## src/rtl/state_loader.sv

```systemverilog
// Collects a 5x5 block of 64-bit lanes (x-fastest) and hands it to the encoder with a start pulse.
// start_enc one cycle after the 25th accept; in_ready drops from launch until enc_ready is seen in WAIT.
module state_loader #(
    parameter int LANES  = 25,
    parameter int LANE_W = 64
) (
    input  logic              clk,
    input  logic              rst,
    input  logic              in_valid,
    input  logic [LANE_W-1:0] in_data,
    output logic              in_ready,
    input  logic [2:0]        rd_x,
    input  logic [2:0]        rd_y,
    output logic [LANE_W-1:0] rd_lane,
    output logic              start_enc,
    input  logic              enc_ready,
    output logic              busy,
    output logic [7:0]        blk_cnt
);
    localparam int CNT_W = $clog2(LANES);
    localparam logic [CNT_W-1:0] LAST = CNT_W'(LANES - 1);

    typedef enum logic [1:0] {IDLE, FILL, LAUNCH, WAIT} state_t;

    state_t            state_q, state_d;
    logic [CNT_W-1:0]  cnt_q, cnt_d;
    logic [7:0]        blk_cnt_q, blk_cnt_d;
    logic [LANE_W-1:0] lane_q [LANES];
    logic [LANE_W-1:0] lane_d [LANES];
    logic              accept;
    logic [CNT_W-1:0]  wr_idx;
    logic [CNT_W-1:0]  rd_idx;

    always_comb begin
        state_d   = state_q;
        cnt_d     = cnt_q;
        blk_cnt_d = blk_cnt_q;
        lane_d    = lane_q;
        in_ready  = (state_q == IDLE) || (state_q == FILL);
        accept    = in_valid && in_ready;
        // IDLE always starts a fresh block at index 0
        wr_idx    = (state_q == IDLE) ? '0 : cnt_q;

        if (accept) begin
            lane_d[wr_idx] = in_data;
        end

        case (state_q)
            IDLE: begin
                if (accept) begin
                    state_d = FILL;
                    cnt_d   = CNT_W'(1);
                end
            end
            FILL: begin
                if (accept) begin
                    if (cnt_q == LAST) begin
                        state_d = LAUNCH;
                        cnt_d   = '0;
                    end else begin
                        cnt_d = cnt_q + CNT_W'(1);
                    end
                end
            end
            LAUNCH: begin
                state_d   = WAIT;
                blk_cnt_d = blk_cnt_q + 8'd1;
            end
            WAIT: begin
                if (enc_ready) begin
                    state_d = IDLE;
                end
            end
            default: state_d = IDLE;
        endcase
    end

    always_ff @(posedge clk or posedge rst) begin
        if (rst) begin
            state_q   <= IDLE;
            cnt_q     <= '0;
            blk_cnt_q <= '0;
            for (int i = 0; i < LANES; i++) begin
                lane_q[i] <= '0;
            end
        end else begin
            state_q   <= state_d;
            cnt_q     <= cnt_d;
            blk_cnt_q <= blk_cnt_d;
            lane_q    <= lane_d;
        end
    end

    // rd_idx is only meaningful when both coordinates are inside the 5x5 grid
    assign rd_idx    = CNT_W'(rd_x) + CNT_W'(rd_y) * CNT_W'(5);
    assign rd_lane   = ((rd_x < 3'd5) && (rd_y < 3'd5)) ? lane_q[rd_idx] : '0;
    assign start_enc = (state_q == LAUNCH);
    assign busy      = (state_q != IDLE);
    assign blk_cnt   = blk_cnt_q;

endmodule

```

## config.mk

```make
export PLATFORM = sky130hd
export DESIGN_NAME = state_loader
export DESIGN_NICKNAME = d
export VERILOG_FILES = /design/src/rtl/state_loader.sv
export SDC_FILE = /design/constraint.sdc
export NUM_CORES = 2
export LEC_CHECK = 0
export ABC_AREA = 1
export ABC_CLOCK_PERIOD_IN_PS = 52000
export BUFFER_PORTS_ARGS = -buffer_cell sky130_fd_sc_hd__buf_2
export CORE_ASPECT_RATIO = 0.6
export CORE_MARGIN = 2
export CORE_UTILIZATION = 57
export DETAILED_ROUTE_END_ITERATION = 12
export PLACE_DENSITY = 0.83
export SLEW_MARGIN = 25
export SYNTH_ARGS = -nofsm -noshare
export SYNTH_HDL_FRONTEND = slang
export SYNTH_SLANG_ARGS = --single-unit
```

## constraint.sdc

```tcl
create_clock -name clk -period 52 [get_ports clk]
set_clock_uncertainty 0.1 [all_clocks]
set_input_delay 10.4 -clock clk [delete_from_list [all_inputs] [get_ports clk]]
set_output_delay 10.4 -clock clk [all_outputs]
set_load 0.02 [all_outputs]
```

==> metrics.cfg <==
[status]
outcome = completed

[critical_path]
r2r-start = state_q[0]
critical-path-top-cell-by-count = sky130_fd_sc_hd__nand2_1
max_stage_delay_ns = 0.93
timing.critical_path.required_ns = 41.50
worstSetupEndpointType = output pin
timing.critical_path.cells = buf_2 -> ha_4 -> inv_8 -> buf_4 -> buf_4 -> buf_4 -> nand2_1 -> nand3_1 -> nand3_1 -> nand2_1 -> nand2_1 -> nand2_1 -> nand2_1 -> nor2_1 -> buf_2
timing_worst_setup_path_type = input port to output pin
crit_path_max_fanout = 127
r2r_end = lane_q[940]
regToRegSetupSlack_ns = 47.80
rr_worst_depth = 9
worst_setup_path_start_kind = input port
crit_buf_inv = 6
critical-path-top-delay-family = buffers and inverters
worst_path_slowest_cell = sky130_fd_sc_hd__buf_4
critical_path_arrival_ns = 15.70

[worst_hold_path]
hold_path.class = flop to flop
hold-path-endpoint = lane_q[353]
worstHoldStart = lane_q[353]
cells_on_worst_hold_path = 2

[global_routing]
global_route.usage.total_pct = 37.2
grt_pass1_vias = 63600
antenna_violations_before_repair = 24
gr_overflow_total = 0
grt_pass1_wl_um = 379000
grt_start_max_net_pins = 199

[timing]
max_freq_mhz = 38.2
finalSetupTns_ns = 0
worst_slack_ns = 25.80
finalSetupViolCount = 0
max_slew_margin_pct = 22.1
timing.final.crit_period_ns = 26.20
final-max-slew-violation-count = 0
rsz_0062_raised_after_global_routing = false
hold_violations = 0
tightest_slew_ns = 1.17
timing.final.crit_share_pct = 50.4

[clocking]
cts_hold_buffers = 0
cts-buffers-inserted = 146
clkTransAtPathRegs_ns = 0.06
cts_buffer_depth = 3
cts-root-buf = sky130_fd_sc_hd__clkbuf_16
total_of_cells_resized_after_clock_tree_synthesis = 0
cts_htree_levels = 4
clock_sinks = 1615
cts_post_setup_buffers_inserted = 0
clkLatencyLatePin_ns = 0.78
clock_tree_from_tritoncts = built

[job]
max_cap_viol_count = 0

[route]
drt-pass1-iter-count = 7
postRouteAntennaNets = 0
detailroute.wirelength.met2_um = 102000
avgViaCountPerCell = 6.22
first_iter_violations = 11100
highest-signal-layer = met5
met3RoutedLength_um = 37700
wl_met1_um = 93600
wl_um = 246000
avgRoutedWirePerCell_um = 22.6
drc = 0
num_vias = 67600

[synth]
number_of_flops_mapped_to_enable_cells_by_yosys = 0
synthesis.yosys.warnings = 0
syn_inst = 9468
synthArstFlopShare_pct = 100
syn-num-nets = 9558
seq_cells_post_synth = 1615
syn_avg_cell_area_um2 = 7.80
synth_sequential_area_ratio_pct = 54.7
synthesized_cell_area_um2 = 73900
yosys.cell_types.count = 28
synthFlopType = sky130_fd_sc_hd__dfrtp_1

[finish]
num-nets-final = 9126
layout_commonest_cell = sky130_fd_sc_hd__nand2_1
layout-area-overhead-vs-synth_pct = 7.47
final_layout_size_suffix_gt1_share_pct = 5.53
mostFrequentLayoutCells = 3775 x sky130_fd_sc_hd__nand2_1, 1615 x sky130_fd_sc_hd__dfrtp_1, 1532 x sky130_fd_sc_hd__o21ai_0
stdcell_count = 10900

[power]
pwr_density_cell_nw_per_um2 = 46.8
vdd_ir_drop_max_mv = 0.0285
design_power_total_mw = 3.72
leakage_component_of_the_power_nw = 37.1

[floorplan]
initial_core_util_pct = 57.4
die-width_um = 469
row_count = 102
die_y_um = 283
floorplan.io_pins = 149
coreArea_um2 = 129000
dieArea_um2 = 133000

[placement]
dp_slack_ns = 26.00
place_inst = 10600
globalplace.congestion = 0.874
dp.final_hpwl_um = 132000
numPortBuffers = 148

-- worst min-delay path: stages (launching register included) --
cell,delay [ns]
sky130_fd_sc_hd__dfrtp_1,0.34
sky130_fd_sc_hd__nand2_1,0.05
sky130_fd_sc_hd__o21ai_0,0.06
-- layout make-up --
| class | instances | area (um^2) |
|---|---|---|
| multi-input cells | 6808 | 29600 |
| repair buffers | 235 | 1620 |
| inverters | 230 | 890 |
| clock buffers | 224 | 4350 |
| well taps | 1716 | 2150 |
| diodes | 6 | 15.0 |
| flip-flops and latches | 1615 | 40400 |
| fillers | 10500 | 49400 |
| clock inverters | 41 | 392 |
-- per-stage QoR --
stage	util, %	area (um^2)	hold slack, ns
floorplan	-	73900	0.348
global placement	57.8	74400	0.362
detailed placement	57.8	74500	0.372
CTS	61.5	79200	0.388
global route	61.7	79400	0.401
finish	61.7	79400	0.384
-- logic make-up (layout without fill, tap and decap cells) --
group	count (synthesis)	in the layout	share of synthesized area, %
xor+xnor	8	8	0.0948
other cells	0	6	0
flops	1615	1615	54.7
simple gates	5102	5102	27.9
fa+ha+maj	16	16	0.281
buf+inv	1045	730	5.66
mux	1	1	0.0152
compound gates	1681	1681	11.4
-- sequential cells by signal, indices dropped and copies added (netlist names) --
register	cells
lane_q	1600
cnt_q	5
state_q	2
blk_cnt	8
-- worst max path at each step --
stage / slack [ns] / endpoint / start / cells past startpoint
after floorplan: 19.12 / blk_cnt[0] / rst / 1
after global placement: 25.98 / rd_lane[45] / rd_x[0] / 15
after detailed placement: 26.00 / rd_lane[45] / rd_x[0] / 15
after CTS: 25.98 / rd_lane[45] / rd_x[0] / 15
after global routing: 25.56 / rd_lane[45] / rd_x[0] / 15
final: 25.80 / rd_lane[45] / rd_x[0] / 15
-- cell usage after synthesis, types with 2 or more instances --
library cell | number | share of area, %
sky130_fd_sc_hd__nand2_1 | 3801 | 19
sky130_fd_sc_hd__dfrtp_1 | 1615 | 55
sky130_fd_sc_hd__o21ai_0 | 1532 | 10
sky130_fd_sc_hd__nand3_1 | 1066 | 7.2
sky130_fd_sc_hd__clkbuf_1 | 563 | 2.9
sky130_fd_sc_hd__inv_1 | 226 | 1.1
sky130_fd_sc_hd__nor2_1 | 218 | 1.1
sky130_fd_sc_hd__buf_2 | 205 | 1.4
sky130_fd_sc_hd__o21ai_1 | 74 | 0.50
sky130_fd_sc_hd__a21oi_1 | 73 | 0.49
sky130_fd_sc_hd__buf_1 | 46 | 0.23
sky130_fd_sc_hd__ha_1 | 15 | 0.25
sky130_fd_sc_hd__nor3_1 | 7 | 0.047
sky130_fd_sc_hd__xor2_1 | 6 | 0.071
sky130_fd_sc_hd__inv_2 | 4 | 0.020
sky130_fd_sc_hd__nor3_4 | 3 | 0.066
sky130_fd_sc_hd__nand4_1 | 2 | 0.017
sky130_fd_sc_hd__xnor2_1 | 2 | 0.024
-- metal layers --
metal  up-vias  track usage (%)
li1      29600                -
met1     32100             51.6
met2      5018             53.2
met3       870             11.8
met4        24             17.5
met5         -                0
-- report_power, final --
part	internal, mW	total (mW)	switching, mW	leakage [nW]
clock network	0.600	1.09	0.493	2.34
registers	1.55	1.72	0.166	22.0
logic	0.285	0.908	0.623	12.7
total	2.43	3.72	1.28	37.1
No activity file was read; power rests on OpenSTA's default activity.
